--- config.mk ---
export PLATFORM = sky130hd
export DESIGN_NAME = phase_meas
export DESIGN_NICKNAME = d
export VERILOG_FILES = /design/src/rtl/dpll_pkg.sv /design/src/rtl/phase_meas_edge_sync.sv /design/src/rtl/phase_meas.sv
export SDC_FILE = /design/constraint.sdc
export NUM_CORES = 1
export LEC_CHECK = 0
export CAP_MARGIN = 20
export CELL_PAD_IN_SITES_DETAIL_PLACEMENT = 0
export CELL_PAD_IN_SITES_GLOBAL_PLACEMENT = 1
export CORE_MARGIN = 2
export CORE_UTILIZATION = 48
export DETAILED_ROUTE_END_ITERATION = 10
export PLACE_DENSITY = 0.95
export SLEW_MARGIN = 10
export SYNTH_ARGS = -nofsm -noshare
export SYNTH_HDL_FRONTEND = slang
export SYNTH_SLANG_ARGS = --single-unit
--- constraint.sdc ---
create_clock -name Clock -period 4.5 [get_ports Clock]
set_input_delay 0.675 -clock Clock [delete_from_list [all_inputs] [get_ports Clock]]
set_output_delay 0.675 -clock Clock [all_outputs]
set_load 0.02 [all_outputs]
--- src/rtl/dpll_pkg.sv ---
// Shared DPLL types. N_BIT normally comes from config.sv; the guard below gives a default
// when this slice is compiled on its own.
`ifndef N_BIT
`define N_BIT 16
`endif

package dpll_pkg;

    typedef enum logic {
        WAIT_REF = 1'b0,
        MEASURE  = 1'b1
    } meas_state_t;

endpackage

--- src/rtl/phase_meas_edge_sync.sv ---
// Two-flop synchroniser followed by a registered rising-edge detector.
// Raw edge to pulse is exactly three clock cycles.
module edge_sync (
    input  logic clk,
    input  logic rst_n,
    input  logic sig_in,
    output logic pulse
);

    logic meta_r;
    logic sync_r;
    logic prev_r;
    logic pulse_r;

    // synchroniser chain, edge history and one-cycle rising-edge pulse
    always_ff @(posedge clk or negedge rst_n) begin
        if (!rst_n) begin
            meta_r  <= 1'b0;
            sync_r  <= 1'b0;
            prev_r  <= 1'b0;
            pulse_r <= 1'b0;
        end else begin
            meta_r  <= sig_in;
            sync_r  <= meta_r;
            prev_r  <= sync_r;
            pulse_r <= sync_r & ~prev_r;
        end
    end

    assign pulse = pulse_r;

endmodule

--- src/rtl/phase_meas.sv ---
// DPLL measurement front end: times ref_in period and the ref-to-fb phase split in Clock
// cycles, publishing results with a one-cycle ready pulse (timeout when ref is lost).
`ifndef N_BIT
`define N_BIT 16
`endif

module phase_meas
    import dpll_pkg::*;
#(
    parameter int N_BIT       = `N_BIT,
    parameter int TIMEOUT_CNT = 2**N_BIT - 1
) (
    input  logic             Clock,
    input  logic             nReset,
    input  logic             ref_in,
    input  logic             fb_in,
    output logic [N_BIT-1:0] f_in,
    output logic [N_BIT-1:0] diff_1,
    output logic [N_BIT-1:0] diff_2,
    output logic             first_second,
    output logic             timeout,
    output logic             ready
);

    localparam logic [N_BIT-1:0] TO_VAL   = N_BIT'(TIMEOUT_CNT);
    localparam logic [N_BIT-1:0] ALL_ONES = {N_BIT{1'b1}};
    localparam logic [N_BIT-1:0] ZERO     = {N_BIT{1'b0}};
    localparam logic [N_BIT-1:0] ONE      = N_BIT'(1);

    logic [1:0]       rst_sync_r;
    logic             rst_n_s;
    logic             rpulse_s;
    logic             fpulse_s;

    meas_state_t      state_r,   state_s;
    logic [N_BIT-1:0] cnt_r,     cnt_s;
    logic [N_BIT-1:0] t_r,       t_s;
    logic             fb_seen_r, fb_seen_s;
    logic [N_BIT-1:0] f_in_r,    f_in_s;
    logic [N_BIT-1:0] diff_1_r,  diff_1_s;
    logic [N_BIT-1:0] diff_2_r,  diff_2_s;
    logic             fs_r,      fs_s;
    logic             timeout_r, timeout_s;
    logic             ready_r,   ready_s;
    logic [N_BIT-1:0] rest_s;

    // reset: asynchronous assertion, release synchronised to Clock
    always_ff @(posedge Clock or negedge nReset) begin
        if (!nReset) begin
            rst_sync_r <= 2'b00;
        end else begin
            rst_sync_r <= {rst_sync_r[0], 1'b1};
        end
    end

    assign rst_n_s = rst_sync_r[1];

    edge_sync u_ref_sync (.clk(Clock), .rst_n(rst_n_s), .sig_in(ref_in), .pulse(rpulse_s));
    edge_sync u_fb_sync  (.clk(Clock), .rst_n(rst_n_s), .sig_in(fb_in),  .pulse(fpulse_s));

    assign rest_s = cnt_r - t_r;

    // next-state and result logic; cnt holds cycles elapsed since the opening ref pulse
    always_comb begin
        state_s   = state_r;
        cnt_s     = cnt_r;
        t_s       = t_r;
        fb_seen_s = fb_seen_r;
        f_in_s    = f_in_r;
        diff_1_s  = diff_1_r;
        diff_2_s  = diff_2_r;
        fs_s      = fs_r;
        timeout_s = 1'b0;
        ready_s   = 1'b0;
        case (state_r)
            WAIT_REF: begin
                if (rpulse_s) begin
                    state_s   = MEASURE;
                    cnt_s     = ONE;
                    t_s       = ZERO;
                    fb_seen_s = fpulse_s;
                end else begin
                    state_s   = WAIT_REF;
                end
            end
            MEASURE: begin
                if (rpulse_s) begin
                    f_in_s    = cnt_r;
                    ready_s   = 1'b1;
                    if (fb_seen_r) begin
                        diff_1_s = t_r;
                        diff_2_s = rest_s;
                        fs_s     = (t_r <= rest_s);
                    end else begin
                        diff_1_s = cnt_r;
                        diff_2_s = ZERO;
                        fs_s     = 1'b0;
                    end
                    // closing edge also opens the next window; a coincident fb belongs to it
                    cnt_s     = ONE;
                    t_s       = ZERO;
                    fb_seen_s = fpulse_s;
                end else if (cnt_r == TO_VAL) begin
                    state_s   = WAIT_REF;
                    timeout_s = 1'b1;
                    ready_s   = 1'b1;
                    f_in_s    = ALL_ONES;
                    diff_1_s  = ZERO;
                    diff_2_s  = ZERO;
                    fs_s      = 1'b0;
                end else begin
                    if (cnt_r != ALL_ONES) begin
                        cnt_s = cnt_r + ONE;
                    end else begin
                        cnt_s = cnt_r;
                    end
                    if (fpulse_s && !fb_seen_r) begin
                        t_s       = cnt_r;
                        fb_seen_s = 1'b1;
                    end else begin
                        fb_seen_s = fb_seen_r;
                    end
                end
            end
            default: begin
                state_s = WAIT_REF;
            end
        endcase
    end

    // state, window and output registers
    always_ff @(posedge Clock or negedge rst_n_s) begin
        if (!rst_n_s) begin
            state_r   <= WAIT_REF;
            cnt_r     <= ZERO;
            t_r       <= ZERO;
            fb_seen_r <= 1'b0;
            f_in_r    <= ZERO;
            diff_1_r  <= ZERO;
            diff_2_r  <= ZERO;
            fs_r      <= 1'b0;
            timeout_r <= 1'b0;
            ready_r   <= 1'b0;
        end else begin
            state_r   <= state_s;
            cnt_r     <= cnt_s;
            t_r       <= t_s;
            fb_seen_r <= fb_seen_s;
            f_in_r    <= f_in_s;
            diff_1_r  <= diff_1_s;
            diff_2_r  <= diff_2_s;
            fs_r      <= fs_s;
            timeout_r <= timeout_s;
            ready_r   <= ready_s;
        end
    end

    assign f_in         = f_in_r;
    assign diff_1       = diff_1_r;
    assign diff_2       = diff_2_r;
    assign first_second = fs_r;
    assign timeout      = timeout_r;
    assign ready        = ready_r;

endmodule
After elaboration in Yosys (flattened, before gate mapping)
Index checks and enable logic that the tools add are counted.
Operators by class
  add/subtract/negate cells: 2
  $mul: 0
  equality and inequality tests: 6
  bitwise logic cells: 5
  magnitude comparators: 1
  div/mod/pow operators: 0
  reduce and logical (&&, ||, !) cells: 6
  multiplexer cells: 34
  shift operators: 0
Operator list (number)
  $mux 16: 15
  $pmux 16 s2: 2
  $add 16x1->16 const B: 1
  $eq 16x16->1 const B: 1
  $le 16x16->1: 1
  $ne 16x16->1 const B: 1
  $sub 16x16->16: 1
  $mux 1: 15
  $ne 3x1->1 const B: 2
  $reduce_and 3->1: 2
  $pmux 1 s2: 2
  $ne 3x2->1 const B: 1
  $not 1->1: 3
  $and 1x1->1: 2
  $ne 2x1->1 const B: 1
  $reduce_and 2->1: 1
  $reduce_bool 2->1: 1
  $logic_and 1x1->1: 1
  $logic_not 1->1: 1
Storage, ports and cells
  word-level logic and storage cells: 73
  input bits: 4
  register bits: 95
  latch bits: 0
  memory bits (read-only): 0
  memories kept: 0
  RAM bits: 0
  output and inout port bits: 51

Longest topological paths before layout
Gate-level depths: netlist of run 1.
  depth after elaboration: 6
  depth in mapped cells: 16
  gate-level depth less buffers: 16

Hierarchy
From an unflattened synthesis of run 1, not the netlist that was laid out.
Second synthesis, totals
  cells, all modules: 504
  area total of the unflattened synthesis: 5073.6 µm²
Modules (own cells, without submodules)
  phase_meas: times used 1, seq. area each 2177.1 µm², cells each 494, area an instance 4845.9 µm²
  edge_sync: times used 2, seq. area each 100.1 µm², cells each 5, area an instance 113.9 µm²

Worst setup path before layout of run 1
OpenSTA, ideal clock, no wires.
  path type: register to register
  start: register cnt_r[0]
  end: register fs_r (netlist: first_second)
  buffers on the path: 0
  required time: 4417 ps
  setup time: 83 ps
  data arrival time: 3024 ps
  period minus slack after synthesis: 3106 ps
  path slack: 1394 ps
  stages on the path, launching flop included: 16
  cell sequence: dfrtp_1 -> inv_1 -> ha_1 -> inv_1 -> fa_1 -> a21o_1 -> a31oi_1 -> nor2_1 -> o41ai_1 -> xor2_1 -> ha_1 -> nand4_1 -> or2_2 -> nor4_1 -> a21oi_1 -> o21ai_0
On the way
  word-level cells in the longest chain between the ends: 4
  elaborated cells between the ends (all ways): 7
  those cells by class: add/sub (1); order compare (1); eq/ne (1); mux (2); reduce/logical (2)
Ends and longest elaborated chain
  from (decl): line phase_meas.sv:36  | logic [N_BIT-1:0] cnt_r, cnt_s;
  from (signal assigned): line phase_meas.sv:146  | cnt_r <= cnt_s;
  $sub 16x16->16: line phase_meas.sv:61  | assign rest_s = cnt_r - t_r;
  $le 16x16->1: line phase_meas.sv:93  | fs_s = (t_r <= rest_s);
  $mux 1: line phase_meas.sv:90  | if (fb_seen_r) begin
  $mux 1: line phase_meas.sv:87  | if (rpulse_s) begin
  to (signal assigned): line phase_meas.sv:152  | fs_r <= fs_s;
  to (decl): line phase_meas.sv:42  | logic fs_r, fs_s;
Parallel ways exist; a longest one is shown, timed or not.
A chain may end at the register's enable or synchronous reset.

Worst setup path after layout of run 1
Same ends and word-level chain as after synthesis.

==> summary.md, run 1 <==
| Metric | Value |
|---|---|
| Asr flop ratio synth | 100% |
| Clock Root Buffer | clkbuf_8 |
| EDFF count, synth | 0 |
| Die Width | 107 um |
| Most frequent cells in the layout | 94 x dfrtp_1, 54 x clkdlybuf4s50_1, 48 x nor2_1, 42 x nand2_1, 32 x ha_1 |
| Vias in the first global route | 3784 |
| CTS Buf Count | 9 |
| Initial antenna violation count | 0 |
| H-tree depth | 3 |
| Post-synthesis cell type count | 59 |
| Clock Power Share | 19.8% |
| Rows | 37 |
| N_diodes | 0 |
| Clock latency on the worst-skew pair | 0.37 ns |
| Post-route setup TNS | 0 ns |
| Fin. Hold Viols | 0 |
| Die Footprint | 0.0115 mm^2 |
| Post-DP HPWL | 8.19 mm |
| Status | finished clean |
| Layout cell share with drive strength beyond 1 | 9.44% |
| Wire length per cell | 16.8 um |
| Die height | 107 um |
| Peak Freq | 282 MHz |
| I/O Pins | 55 |
| CTS tree | built |
| First-pass GRT wire length | 19.3 mm |
| Vias per cell | 5.68 |
| VDD IR-drop max | 0.000254 V |
| Clock Skews | 0.0108 ns |
| Worst Path Required | 4.75 ns |
| Seq/Total Area, Yosys | 46.6% |
| Initial core utilization | 49.4% |
| Main synth FF type | dfrtp_1 |
| Sequential power share | 37.9% |
| Maxcap violations | 0 |
| Cell chain of the critical path | inv_1 > ha_1 > inv_1 > fa_1 > a21o_1 > a31oi_1 > nor2_1 > o41ai_1 > xor2_1 > ha_1 > nand4_1 > or2_2 > nor2_1 > o21ai_0 > o21ai_0 > o21ai_0 |
| Switching Share | 37.9% |
| Largest net degree at the start of global routing | 67 |
| Port Buffers | 54 |
| HP Class | reg -> async |
| RSZ-0062 raised after global routing | no |
| Design area | 0.00594 mm^2 |
| Core area | 0.0103 mm^2 |
| Total grt overflow | 0 |
| Hold Buf Count CTS | 0 |
| CTS clk-pin slew, worst paths | 0.10 ns |
| Postcts setup bufs | 0 |
| Max clock buf depth | 2 |
| Antenna Nets Post-Route | 0 |
| Core Util, Final | 57.5% |
| Final setup fails | 0 |
| DR vias | 3901 |
| Most frequent CP cell | o21ai_0 |
| Crit path arrival time | 3.79 ns |
| Power per cell area | 485 mW/mm^2 |
| Commonest non-fill, non-tap cell in the layout | dfrtp_1 |
| Max_slew headroom | 32.1% |
| Switching Power | 1.09 mW |
| Crit share post-route | 78.8% |
| Min cycle time layout | 3.55 ns |
| Setup crit start kind | flip-flop |
| Syn Inst Count | 503 |
| Worst-margin pin slew | 1.02 ns |
| Starting DRT DRC Count | 238 |
| Slowest stage cell, crit path | dfrtp_1 |
| #FFs+latches synth | 95 |
| Slew Viols, Final | 0 |
| CTS Sinks | 95 |
| Layout net count | 584 |
| Synth Area per Inst | 10.1 um^2 |
| RD Place Congestion | 0.870 |
| Critical Path Fanout Max | 8 |
| Syn Nets | 540 |
| Leakage | 2.62 nW |
| Area delta synth->final | 16.5% |
| Gate power share | 42.3% |
| First drt pass iteration count | 5 |
| Netlist Area Pre-Place | 0.00510 mm^2 |
| Post-CTS Resized | 0 |
| Yosys warns | 0 |
| Endpoint class of the critical path | flip-flop |
| Tot GR Track Use | 21.6% |
| Internal power | 1.79 mW |
| Final wirelength | 11.5 mm |
| WS Path Type | reg -> reg |
| Critical path's largest stage delay | 0.47 ns |
| Placed inst area | 0.00572 mm^2 |
| Residual DRC count | 0 |
[power groups by stage]
stage | sequential [mW] | clock [mW] | combinational (mW)
4_1_cts | 1.10 | 0.577 | 1.21
3_5_place_dp | 1.12 | 0 | 1.20
5_1_grt | 1.12 | 0.619 | 1.33
2_1_floorplan | 1.22 | 0 | 0.686
6_report | 1.09 | 0.570 | 1.22
3_3_place_gp | 1.11 | 0 | 1.18
[critical path: cells and delay by family, from the launching register on]
| kind | cells | cell delay [ns] |
|---|---|---|
| buffers and inverters | 2 | 0.19 |
| adders and majority gates | 3 | 0.91 |
| AOI/OAI and AO/OA | 6 | 1.11 |
| xor gates and xnor gates | 1 | 0.14 |
| and+or+nand+nor | 4 | 0.60 |
| DFF | 1 | 0.47 |
[layout make-up]
type | instances | area, um^2
inverter | 25 | 95.1
fill | 909 | 4380
tap | 136 | 170
clock inverter | 6 | 71.3
timing repair buffer | 59 | 598
sequential | 95 | 2380
clock buffer | 9 | 124
multi-input combinational | 357 | 2500
[synth_stat cells, drive strengths merged, types with 2 or more instances]
cell,count,share of area (%)
xnor2,7,1.2
or3,2,0.25
a21oi,21,2.1
a22o,15,2.8
nor2b,17,2.1
dfrtp,95,47
inv,24,1.8
o21a,4,0.74
nor3,24,3.3
or4,2,0.37
buf,13,1.8
nand2b,2,0.25
a2111o,2,0.44
o211ai,3,0.44
o21ai,24,2.6
ha,32,7.9
o22a,16,2.7
clkbuf,13,0.98
xor2,17,2.9
nor4,4,0.79
or2,2,0.25
nand4,9,1.4
o31ai,4,0.59
mux2i,2,0.39
nor2,50,4.1
a31oi,6,0.74
a211oi,17,2.5
a21o,8,1.2
and3,2,0.25
nand3,10,0.98
nand2,42,3.1
[sequential cells by signal, summed over array words and instances (netlist names), 2 cells and up]
name	cells
cnt_r	16
diff_1	16
diff_2	16
f_in	16
rst_sync_r	2
t_r	16
[cells by family (layout without fill, tap and decap cells)]
kind of cell	count (synthesis)	after routing	share of synthesized area, %
flip-flops	95	95	46.6
multiplexers	2	2	0.393
other	1	1	0.0735
AND/OR/NAND/NOR	168	168	17.5
buffers and inverters	51	99	4.69
XOR/XNOR	24	24	4.12
AO/OA/AOI/OAI	129	129	18.4
adder cells (fa/ha/maj)	33	33	8.24
[metal layers]
metal / vias up / GRT usage (%) / wire [um]
li1: 1890 / - / -
met1: 1889 / 31.8 / 5540
met2: 112 / 33.1 / 5250
met3: 10 / 2.92 / 617
met4: 0 / 6.49 / 136
met5: - / 0 / 0
[per-stage QoR]
stage	setup WS [ns]	total power, mW	std cells	hold slack, ns
after floorplan	1.39	1.91	503	0.331
after global placement	1.11	2.29	671	0.251
after detailed placement	1.01	2.31	671	0.255
after CTS	0.964	2.88	686	0.261
after global routing	0.682	3.07	687	0.289
final	0.955	2.88	687	0.249
[final timing paths]
| path | depth (start not counted) | endpoint | from | slack, ns |
|---|---|---|---|---|
| worst max-delay path | 16 | first_second$_DFFE_PN0P_ | cnt_r[0]$_DFFE_PN0P_ | 0.95 |
| worst min-delay path | 0 | diff_1[15]$_DFFE_PN0P_ | rst_sync_r[1]$_DFF_PN0_ | 0.25 |
| worst max register to register | 16 | first_second$_DFFE_PN0P_ | cnt_r[0]$_DFFE_PN0P_ | 0.95 |
| worst min register to register | 0 | diff_1[15]$_DFFE_PN0P_ | rst_sync_r[1]$_DFF_PN0_ | 0.25 |
| max in group asynchronous | 1 | t_r[10]$_DFFE_PN0P_ | rst_sync_r[1]$_DFF_PN0_ | 3.10 |
| min in group Clock | 0 | rst_sync_r[1]$_DFF_PN0_ | rst_sync_r[0]$_DFF_PN0_ | 0.36 |
No activity file was read; power rests on OpenSTA's default activity.
==> run 2, diff against run 1 <==
Settings changed: CORE_UTILIZATION 48 to 40, PLACE_DENSITY 0.95 to 0.87.
Clock period 4.5 ns to 3.26 ns, I/O delays scaled along.
==> run 2 against run 1 <==
Via count is 3.4% higher. Clock skew is 0.00059 ns higher. Worst setup slack worse by 0.76 ns. Cell area is 6.2% higher. Die area is 19% higher.
==> summary.md, run 2 (synthesis results as in run 1) <==
| Metric | Value |
|---|---|
| Core area | 0.0125 mm^2 |
| Layout cell share with drive strength beyond 1 | 15.5% |
| WS Path Type | reg -> reg |
| R2r setup slk | 0.19 ns |
| Critical Path Fanout Max | 7 |
| Critical path's largest stage delay | 0.43 ns |
| Worst-margin pin slew | 0.931 ns |
| Slowest stage cell, crit path | dfrtp_1 |
| Highest routed metal layer | met4 |
| CTS clk-pin slew, worst paths | 0.07 ns |
| Die Footprint | 0.0137 mm^2 |
| Largest net degree at the start of global routing | 74 |
| Final wirelength | 12.5 mm |
| CTS Sinks | 95 |
| Die height | 117 um |
| Met3 WL | 627 um |
| Hold Buf Count CTS | 0 |
| Clock latency on the worst-skew pair | 0.36 ns |
| HP Class | in -> async |
| Max_slew headroom | 38.0% |
| Initial antenna violation count | 0 |
| N_diodes | 0 |
| Met2 wire length | 5.59 mm |
| Clock Root Buffer | clkbuf_16 |
| Fin. Hold Viols | 0 |
| Commonest non-fill, non-tap cell in the layout | dfrtp_1 |
| CP endpoint | first_second$_DFFE_PN0P_ |
| First drt pass iteration count | 4 |
| Cell chain of the critical path | inv_1 > ha_2 > a21oi_1 > o22ai_1 > o31a_1 > nor2_1 > xor2_1 > ha_1 > a21o_1 > a21o_1 > a21oi_1 > o211ai_1 > o21ai_0 |
| Starting DRT DRC Count | 269 |
| Tot GR Track Use | 19.6% |
| Leakage | 2.81 nW |
| Area delta synth->final | 23.7% |
| Min cycle time layout | 3.07 ns |
| Rows | 41 |
| R2R Path End | first_second$_DFFE_PN0P_ |
| Layout net count | 612 |
| I/O Pins | 55 |
| Most frequent cells in the layout | 94 x dfrtp_1, 54 x clkdlybuf4s50_1, 47 x nor2_1, 42 x nand2_1, 33 x buf_4 |
| Met1 wire length | 6.14 mm |
| Final Power | 4.45 mW |
| Antenna Nets Post-Route | 0 |
| Max clock buf depth | 2 |
| Post-DP HPWL | 9.13 mm |
| Fill count | 1188 |
| Residual DRC count | 0 |
| Power per cell area | 706 mW/mm^2 |
| DR vias | 4032 |
| R2R depth | 13 |
| Slew Viols, Final | 0 |
| Total grt overflow | 0 |
| Wire length per cell | 16.6 um |
| First-pass GRT wire length | 20.5 mm |
| Setup crit start kind | flip-flop |
| RD Place Congestion | 0.911 |
| Design area | 0.00631 mm^2 |
| Clock Skews | 0.0114 ns |
| Vias per cell | 5.36 |
| Peak Freq | 326 MHz |
| Crit share post-route | 94.2% |
| Vias in the first global route | 3965 |
| Multi-input gate area | 0.00254 mm^2 |
| Crit path arrival time | 3.35 ns |
| CTS tree | built |
| Die Width | 117 um |
| Placed inst area | 0.00595 mm^2 |
| Worst r2r src | t_r[4]$_DFFE_PN0P_ |
| Endpoint class of the critical path | flip-flop |
| Port Buffers | 54 |
| Maxcap violations | 0 |
| H-tree depth | 3 |
| Initial core utilization | 40.7% |
| Critical Path Source | t_r[4]$_DFFE_PN0P_ |
| CTS Buf Count | 9 |
| Final setup fails | 0 |
| Worst Path Required | 3.54 ns |
| Register area | 0.00238 mm^2 |
| Status | finished clean |
| VDD IR-drop max | 0.000282 V |
[run 2: layout make-up]
| cell class | count | share of cell area [%] |
|---|---|---|
| Sequential cell | 95 | 37.7 |
| Timing Repair Buffer | 87 | 12.5 |
| Multi-Input combinational cell | 357 | 40.3 |
| Clock buffer | 9 | 3.57 |
| Tap cell | 172 | 3.41 |
| Clock inverter | 7 | 1.01 |
| Inverter | 25 | 1.51 |
[run 2: worst min path at each step]
stage                               startpoint                    endpoint  slack [ns]  depth (start not counted)
CTS                                     nReset     rst_sync_r[1]$_DFF_PN0_        0.27                          1
global placement    u_fb_sync.meta_r$_DFF_PN0_  u_fb_sync.sync_r$_DFF_PN0_        0.33                          0
finish                                  nReset     rst_sync_r[1]$_DFF_PN0_        0.28                          1
detailed placement     rst_sync_r[0]$_DFF_PN0_     rst_sync_r[1]$_DFF_PN0_        0.34                          0
global route                            nReset     rst_sync_r[1]$_DFF_PN0_        0.28                          1
floorplan                               nReset     rst_sync_r[0]$_DFF_PN0_        0.19                          0
[run 2: what timing repair did]
action	CTS	global route
setup buffers	0	3
pin swaps	0	8
setup endpoints to repair	1	1
gates resized for setup	1	10
cloned	0	0
[run 2: power breakdown]
group / internal (mW) / switching, mW
Clock: 0.533 / 0.504
Combinational: 0.913 / 1.01
Sequential: 1.36 / 0.134
[run 2: stage by stage]
step                      setup slack [ns]  std cells  utilization, %  hold slack [ns]  TNS [ns]
after global placement              0.0251        733            47.5            0.333         0
after global routing               -0.0376        752            50.4            0.285   -0.0376
final                                0.190        752            50.4            0.278         0
after CTS                          0.00393        749            49.9            0.272         0
after floorplan                      0.154        503               -            0.193         0
after detailed placement           -0.0461        733            47.5            0.340   -0.0461
[run 2: worst max-delay path, delay by kind of cell, from the launching register on]
family / cells / cell delay [ns]
AOI/OAI and AO/OA: 8 / 1.56
xor gates and xnor gates: 1 / 0.21
adders and majority gates: 2 / 0.61
buffers and inverters: 1 / 0.09
DFF: 1 / 0.43
and+or+nand+nor: 1 / 0.12
[run 2: layer usage]
layer,vias up,global-route usage (%)
met5,-,0
met4,0,6.04
met3,11,4.38
met2,101,28.3
met1,1971,29.5
li1,1949,-
==> run 3, diff against run 2 <==
Settings changed: ABC_CLOCK_PERIOD_IN_PS from default to 3260, CORE_UTILIZATION 40 to 45, DONT_BUFFER_PORTS from default to 1.
==> run 3 against run 2 <==
Flip-flop and latch count unchanged. Fmax up 0.23%. Utilization up 2.4 points. Die area down 11%. Final cell count down 11%. Clock skew down 0.0055 ns. Largest power group is now registers. Register-to-register slack about the same.
==> summary.md, run 3 (synthesis results as in run 1) <==
| Metric | Value |
|---|---|
| Leakage | 2.63 nW |
| Design area | 0.00577 mm^2 |
| Tot GR Track Use | 21.0% |
| Layout cell share with drive strength beyond 1 | 17.5% |
| Port Buffers | 0 |
| Die height | 110 um |
| First-pass GRT wire length | 20.4 mm |
| Area delta synth->final | 13.2% |
| HP Class | in -> reg |
| Total grt overflow | 0 |
| Min cycle time layout | 3.06 ns |
| Dpl cells | 649 |
| Crit path arrival time | 3.30 ns |
| Endpoint class of the critical path | flip-flop |
| Final setup fails | 0 |
| Crit share post-route | 94.0% |
| Fin. Hold Viols | 0 |
| Maxcap violations | 0 |
| Gate power share | 35.6% |
| Clock Skews | 0.00598 ns |
| I/O Pins | 55 |
| Peak Freq | 326 MHz |
| CTS Buf Count | 9 |
| Die Footprint | 0.0122 mm^2 |
| CTS Sinks | 95 |
| H-tree depth | 3 |
| WS Path Type | reg -> reg |
| Status | finished clean |
| Post-DP HPWL | 8.94 mm |
| N_diodes | 0 |
| Worst-margin pin slew | 0.795 ns |
| Layout Cells excl Fill | 672 |
| Vias in the first global route | 3785 |
| Starting DRT DRC Count | 216 |
| Core area | 0.0109 mm^2 |
| Initial antenna violation count | 0 |
| Max_slew headroom | 46.7% |
| Placed inst area | 0.00538 mm^2 |
| Internal power | 2.66 mW |
| Register area | 0.00238 mm^2 |
| Fill count | 976 |
| Critical Path Fanout Max | 7 |
| Antenna Nets Post-Route | 0 |
| Setup crit start kind | flip-flop |
| Clock Power Share | 24.7% |
| Final wirelength | 12.3 mm |
| RD Place Congestion | 0.888 |
| Final Power | 4.23 mW |
| Rows | 38 |
| Switching Power | 1.57 mW |
| Initial core utilization | 46.6% |
| Commonest non-fill, non-tap cell in the layout | dfrtp_1 |
| Worst Path Required | 3.50 ns |
| Clock latency on the worst-skew pair | 0.35 ns |
| Wire length per cell | 18.3 um |
| Switching Share | 37.1% |
| Sequential power share | 39.8% |
| Max clock buf depth | 2 |
| Die Width | 110 um |
| VDD IR-drop max | 0.000378 V |
| Slew Viols, Final | 0 |
| CTS clk-pin slew, worst paths | 0.06 ns |
| Layout net count | 564 |
| Power per cell area | 732 mW/mm^2 |
| First drt pass iteration count | 4 |
| Residual DRC count | 0 |
| Multi-input gate area | 0.00254 mm^2 |
| Clock Root Buffer | clkbuf_16 |
| Most frequent cells in the layout | 93 x dfrtp_1, 47 x nor2_1, 42 x nand2_1, 38 x buf_4, 30 x ha_1 |
| Vias per cell | 5.70 |
| CTS tree | built |
| DR vias | 3833 |
| Largest net degree at the start of global routing | 40 |
## run 3: power groups by stage
stage / logic, mW / registers (mW) / clock network [mW]
2_1_floorplan: 0.947 / 1.69 / 0
3_3_place_gp: 1.31 / 1.70 / 0
3_5_place_dp: 1.34 / 1.71 / 0
4_1_cts: 1.38 / 1.69 / 1.07
5_1_grt: 1.68 / 1.71 / 1.11
6_report: 1.50 / 1.68 / 1.04
## run 3: cell type report
| type | count | area share [%] |
|---|---|---|
| multi-input combinational | 357 | 44.0 |
| clock buffer | 13 | 4.16 |
| clock inverter | 3 | 0.758 |
| sequential | 95 | 41.3 |
| tap | 140 | 3.03 |
| timing repair buffer | 39 | 5.11 |
| inverter | 25 | 1.65 |
## run 3: critical path, cell delays in order, from the launching register on
cell and delay [ns]:
dfrtp_1 0.37, inv_1 0.05, ha_2 0.41, nand4_1 0.12, a211oi_1 0.30, buf_4 0.19
nor2_1 0.06, o21a_1 0.18, o211a_1 0.26, ha_1 0.31, nand4_1 0.12, or2_4 0.26
nor2_1 0.08, o21ai_0 0.08, o21ai_1 0.08, o21ai_1 0.07
## run 3: what timing repair did
action | CTS | global route
pin swaps | 2 | 6
hold buffers | 1 | 0
endpoints found under the hold margin | 2 | 0
resized for setup | 3 | 12
setup endpoints to repair | 1 | 1
buffers inserted | 0 | 6
## run 3: layer usage
metal,vias to the layer above,GRT usage [%],share of wire [%]
li1,1846,-,-
met1,1860,29.7,47
met2,102,30.8,45
met3,25,4.83,6.0
met4,0,9.17,2.6
met5,-,0,0
## run 3: worst paths after layout
kind                                         start                          to  slack, ns  cells past startpoint
min in group asynchronous  rst_sync_r[1]$_DFF_PN0_  u_fb_sync.meta_r$_DFF_PN0_       0.20                      0
max in group asynchronous  rst_sync_r[1]$_DFF_PN0_          t_r[2]$_DFFE_PN0P_       2.27                      1
max                             t_r[4]$_DFFE_PN0P_    first_second$_DFFE_PN0P_       0.20                     15
max reg2reg                     t_r[4]$_DFFE_PN0P_    first_second$_DFFE_PN0P_       0.20                     15
min reg2reg                rst_sync_r[1]$_DFF_PN0_  u_fb_sync.meta_r$_DFF_PN0_       0.20                      0
min                                          fb_in  u_fb_sync.meta_r$_DFF_PN0_       0.16                      0
## run 3: stage by stage
stage	util [%]	worst slack (ns)	hold slack [ns]	setup TNS [ns]
floorplan	-	0.154	0.193	0
global placement	49.2	0.0597	0.193	0
detailed placement	49.2	-0.0518	0.193	-0.0518
CTS	52.1	0.0497	0.152	0
global route	52.8	-0.0446	0.155	-0.0446
finish	52.8	0.197	0.162	0
